File: src/rtl/fft_pkg.sv
// Shared types for the 16-point FFT output path:
// complex word, bin bit reversal, reorder read-side states.
package fft_pkg;

  localparam int NPT = 16;
  localparam int DW  = 64;

  typedef struct packed {
    logic signed [31:0] re;
    logic signed [31:0] im;
  } cplx_t;

  typedef enum logic {
    IDLE,
    DRAIN
  } rd_state_t;

  function automatic logic [3:0] bitrev4(
    input logic [3:0] a
  );
    return {a[0], a[1], a[2], a[3]};
  endfunction

endpackage

File: src/rtl/fft_reorder_bank.sv
// 16-entry complex store: one row-wide write port (4 lanes),
// one asynchronous single-word read port.
module fft_reorder_bank
  import fft_pkg::*;
(
  input  logic        clk,
  input  logic        we,
  input  logic [1:0]  wrow,
  input  cplx_t [3:0] wdata,
  input  logic [3:0]  raddr,
  output cplx_t       rdata
);

  cplx_t mem [NPT];

  // Lane k of a beat lands at address {row, k}
  always_ff @(posedge clk) begin
    if (we) begin
      for (int k = 0; k < 4; k++) begin
        mem[{wrow, 2'(k)}] <= wdata[k];
      end
    end
  end

  assign rdata = mem[raddr];

endmodule

File: src/rtl/fft_output_reorder.sv
// Bit-reversed to natural-order reorder buffer for the 16-pt FFT.
// Define FFT_REORDER_PINGPONG_EN for a second bank (overlap fill/drain).
module fft_output_reorder
  import fft_pkg::*;
#(
  parameter int NPT = 16,
  parameter int DW  = 64
)(
  input  logic          clk,
  input  logic          rst,
  input  logic          en,
  output logic          in_ready,
  input  logic [DW-1:0] stage3_00,
  input  logic [DW-1:0] stage3_01,
  input  logic [DW-1:0] stage3_02,
  input  logic [DW-1:0] stage3_03,
  output logic          out_valid,
  input  logic          out_ready,
  output logic [DW-1:0] fft_d,
  output logic [3:0]    bin_idx,
  output logic          frame_done
);

`ifdef FFT_REORDER_PINGPONG_EN
  localparam logic PP = 1'b1;
`else
  localparam logic PP = 1'b0;
`endif

  localparam int LAST = NPT - 1;

  logic [1:0]  g;
  logic [3:0]  r;
  logic        wr_bank;
  logic        rd_bank;
  logic [1:0]  full;
  rd_state_t   state;
  cplx_t [3:0] lanes;
  cplx_t       rd0;
  cplx_t       rdata;
  logic        wr_fire;
  logic        wr_last;
  logic        rd_fire;
  logic        rd_last;
  logic        nxt;
  logic        idle_go;
  logic        nxt_go;
  logic [1:0]  set_m;
  logic [1:0]  clr_m;

  assign lanes   = {stage3_03, stage3_02,
                    stage3_01, stage3_00};
  assign in_ready = !full[wr_bank];
  assign wr_fire = en && in_ready;
  assign wr_last = wr_fire && (g == 2'd3);
  assign rd_fire = out_valid && out_ready;
  assign rd_last = rd_fire && (r == LAST[3:0]);
  assign nxt     = rd_bank ^ PP;
  assign idle_go = full[rd_bank] ||
                   (wr_last && wr_bank == rd_bank);
  assign nxt_go  = PP && (full[nxt] ||
                   (wr_last && wr_bank == nxt));
  assign set_m   = wr_last ? (2'b01 << wr_bank) : 2'b00;
  assign clr_m   = rd_last ? (2'b01 << rd_bank) : 2'b00;

  fft_reorder_bank u_bank0 (
    .clk   (clk),
    .we    (wr_fire && !wr_bank),
    .wrow  (g),
    .wdata (lanes),
    .raddr (bitrev4(r)),
    .rdata (rd0)
  );

`ifdef FFT_REORDER_PINGPONG_EN
  cplx_t rd1;

  fft_reorder_bank u_bank1 (
    .clk   (clk),
    .we    (wr_fire && wr_bank),
    .wrow  (g),
    .wdata (lanes),
    .raddr (bitrev4(r)),
    .rdata (rd1)
  );

  assign rdata = rd_bank ? rd1 : rd0;
`else
  assign rdata = rd0;
`endif

  assign fft_d   = out_valid ? rdata : '0;
  assign bin_idx = r;

  // Write side: beat counter, bank fill flags, write bank select
  always_ff @(posedge clk or negedge rst) begin
    if (!rst) begin
      g       <= 2'd0;
      wr_bank <= 1'b0;
      full    <= 2'b00;
    end else begin
      full <= (full | set_m) & ~clr_m;
      if (wr_fire) begin
        g <= g + 2'd1;
      end
      if (wr_last) begin
        wr_bank <= wr_bank ^ PP;
      end
    end
  end

  // Read side: drain a full bank in natural bin order
  always_ff @(posedge clk or negedge rst) begin
    if (!rst) begin
      state      <= IDLE;
      out_valid  <= 1'b0;
      r          <= 4'd0;
      rd_bank    <= 1'b0;
      frame_done <= 1'b0;
    end else begin
      frame_done <= 1'b0;
      unique case (state)
        IDLE: begin
          if (idle_go) begin
            state     <= DRAIN;
            out_valid <= 1'b1;
            r         <= 4'd0;
          end
        end
        DRAIN: begin
          if (rd_last) begin
            frame_done <= 1'b1;
            rd_bank    <= nxt;
            r          <= 4'd0;
            if (!nxt_go) begin
              state     <= IDLE;
              out_valid <= 1'b0;
            end
          end else if (rd_fire) begin
            r <= r + 4'd1;
          end
        end
        default: begin
          state     <= IDLE;
          out_valid <= 1'b0;
        end
      endcase
    end
  end

endmodule

File: config.mk
export PLATFORM = sky130hd
export DESIGN_NAME = fft_output_reorder
export DESIGN_NICKNAME = d
export VERILOG_FILES = /design/src/rtl/fft_pkg.sv /design/src/rtl/fft_reorder_bank.sv /design/src/rtl/fft_output_reorder.sv
export SDC_FILE = /design/constraint.sdc
export NUM_CORES = 1
export LEC_CHECK = 0
export CORE_MARGIN = 1
export CORE_UTILIZATION = 58
export CTS_CLUSTER_DIAMETER = 100
export DETAILED_ROUTE_END_ITERATION = 8
export GPL_TIMING_DRIVEN = 1
export MAX_ROUTING_LAYER = met4
export PLACE_DENSITY_LB_ADDON = 0.3
export SLEW_MARGIN = 15
export SYNTH_ARGS = -nofsm -noshare
export SYNTH_HDL_FRONTEND = slang
export SYNTH_SLANG_ARGS = --single-unit
export TNS_END_PERCENT = 30
File: constraint.sdc
create_clock -name clk -period 10.4 [get_ports clk]
set_clock_uncertainty 0.15 [all_clocks]
set_input_delay 2.08 -clock clk [delete_from_list [all_inputs] [get_ports clk]]
set_output_delay 2.08 -clock clk [all_outputs]
set_load 0.05 [all_outputs]
==> summary.txt <==
Status
  • Status: finished clean

Finish
  • Commonest non-fill, non-tap cell in the layout: edfxtp_1
  • # fillers: 4204
  • Most frequent cells in the layout: 1024 x edfxtp_1, 496 x mux2i_1, 330 x clkdlybuf4s50_1
  • Share of cells above drive strength 1: 0.06987
  • Layout net count: 2749
  • Layout area overhead: 17.82%
  • Layout Utilization: 0.6961

Clock network
  • H-tree depth: 3
  • # clock sinks: 1034
  • Clock Path Buffers: 3
  • Post-CTS sizing: 0
  • Clk_lat worst skew: 0.65 ns
  • Num CTS Buffers: 101
  • Postcts setup bufs: 0
  • Worst-path clk slew: 0.06 ns
  • Root Driver: clkbuf_16
  • Post-CTS Hold Fix Bufs: 0
  • CTS tree: yes

Power and ir drop
  • Power Dens Cells: 264.3 mW/mm^2
  • Sw Share: 0.3449
  • Flop pwr share: 0.393
  • Comb pwr share: 0.327
  • Worst vdd ir: 0.2203 mV
  • Clock power frac: 0.279
  • Int Power: 0.008168 W
  • Net Switching: 0.004299 W
  • Leak: 15.21 nW

Drt
  • Vias per cell: 6.035
  • Total Wirelength: 85370 um
  • Residual DRC: 0
  • Vias: 20910
  • Post-route ant nets: 0
  • DRT Pass-1 Iters: 7
  • Wire per inst: 24.64 um
  • 1st-iter DRT viols: 1704

STA
  • Fmax: 145.8 MHz
  • Rel. slew slack: 0.2428
  • Tmin final: 6.861 ns
  • RSZ-0062 raised after global routing: false
  • Final period util: 0.6597
  • Final-report max-slew violation count: 0
  • Slew @ Worst Pin: 1.136 ns
  • Endpoints failing setup: 0
  • Fin. Hold Viols: 0
  • TNS Setup: 0 ns

Logic synthesis
  • EDFF count, synth: 1024
  • Post-Syn Nets: 2417
  • Synthesized area: 0.04003 sq mm
  • Syn_area_per_cell: 18.60 sq um
  • Netlist cell types: 31
  • Yosys reg bits: 1034
  • Predominant post-synthesis flop cell: edfxtp_1
  • Synthesized instance count: 2152
  • Sequential share of the synthesized area: 0.7744
  • Ys async rst share: 0.009671
  • Yosys warns: 0

Floorplanning
  • I/O Pins: 331
  • Die width: 264.7 um
  • # rows: 95
  • Die Y-Extent: 264.7 um
  • Die Area: 0.07007 sq mm
  • Core Area: 0.06775 sq mm
  • Initial core utilization: 0.5908

Critical path
  • R2R Setup Slk: 7.29 ns
  • Worst endpoint required time: 8.17 ns
  • Startpoint types: register
  • Crit path DAT: 4.63 ns
  • CP Capture Type: output pin
  • CP Class: register to output pin
  • Largest fanout on the critical path: 69

GRT
  • Global Route Usage Sum: 0.2517
  • Largest net degree at the start of global routing: 143
  • First-pass GRT wire length: 128600 um
  • Overflow after GRT: 0
  • Antenna violations before repair: 29
  • Vias in the first global route: 21640

Flow run
  • Max-cap violations: 0

Placement
  • Placer Congestion: 0.7961
  • DPL Wire Length: 48090 um
  • Port Buf Inserts: 330

Min path
  • HP Class: register to register
-- layer usage --
metal	global-route usage	routed length (um)	up-vias
met4	0.08327	1946	0
met2	0.4121	43880	682
li1	-	-	9397
met5	-	0	-
met3	0.06057	5863	140
met1	0.3102	33670	10690
-- power groups by stage --
stage               combinational (W)  sequential (W)  clock, W
CTS                           0.00409         0.00490   0.00353
finish                        0.00408         0.00490   0.00348
global route                  0.00428         0.00492   0.00369
floorplan                     0.00281         0.00500         0
global placement              0.00401         0.00497         0
detailed placement            0.00406         0.00499         0
-- layout make-up --
class | count | area [sq um] | area share
Antenna cell | 30 | 75.07 | 0.001592
Inverter | 4 | 15.01 | 0.0003183
Sequential cell | 1034 | 31000 | 0.6573
Timing Repair Buffer | 356 | 3586 | 0.07603
Clock buffer | 123 | 2631 | 0.05579
Tap cell | 873 | 1092 | 0.02316
Multi-Input combinational cell | 987 | 8222 | 0.1743
Clock inverter | 58 | 540.5 | 0.01146
-- per-stage QoR --
| stage | area (sq um) | setup slack [ns] | hold WS (ns) | instances | power, W |
|---|---|---|---|---|---|
| after floorplan | 40030 | 1.388 | 0.3881 | 2152 | 0.007804 |
| after global placement | 43920 | 4.361 | 0.4125 | 3254 | 0.008987 |
| after detailed placement | 43920 | 4.288 | 0.4290 | 3254 | 0.009046 |
| after CTS | 47090 | 3.510 | 0.4420 | 3435 | 0.01253 |
| after global routing | 47160 | 3.364 | 0.4712 | 3464 | 0.01289 |
| final | 47170 | 3.539 | 0.4567 | 3465 | 0.01247 |
-- sequential cells by signal (all words and copies together), names as in the netlist --
register and count:
out_valid 1, u_bank0.mem 1024, full 1, state 1, frame_done 1, bin_idx 4, g 2
-- worst max-delay path: stages, from the launching register on --
cell and delay, ns:
dfrtp_1 0.88, and2_4 1.01, buf_4 0.80, a22oi_1 0.20
nand2_1 0.11, o22ai_1 0.10, clkdlybuf4s50_1 0.82
-- final timing paths --
check                            from             endpoint  depth (start not counted)
max in group asynchronous         rst           bin_idx[3]                          1
min in group asynchronous         rst                 g[0]                          1
max                        bin_idx[1]            fft_d[58]                          6
max reg2reg                   full[0]  u_bank0.mem[11][24]                          4
min reg2reg                     state            out_valid                          1
min                             state            out_valid                          1
-- cells by family (layout without fill, tap and decap cells) --
kind of cell | Yosys count | after routing | synth area share
compound gates | 329 | 329 | 0.05879
simple gates | 146 | 146 | 0.01453
flops | 1034 | 1034 | 0.7744
fa+ha+maj | 5 | 5 | 0.001563
xor+xnor | 3 | 3 | 0.0006565
mux | 504 | 504 | 0.1285
other cells | 0 | 30 | 0
buf+inv | 131 | 541 | 0.02154
-- synth_stat cells, types with 10 or more instances --
cell	n	share of area
o21ai_0	21	0.0026
dfrtp_1	10	0.0063
nand2_1	126	0.012
clkbuf_4	11	0.0021
edfxtp_1	1024	0.77
buf_4	23	0.0043
a22oi_1	240	0.045
buf_2	24	0.0030
buf_6	24	0.0068
o22ai_1	56	0.0088
clkbuf_1	35	0.0033
mux2i_1	496	0.12
(Power assumes the default switching activity.)
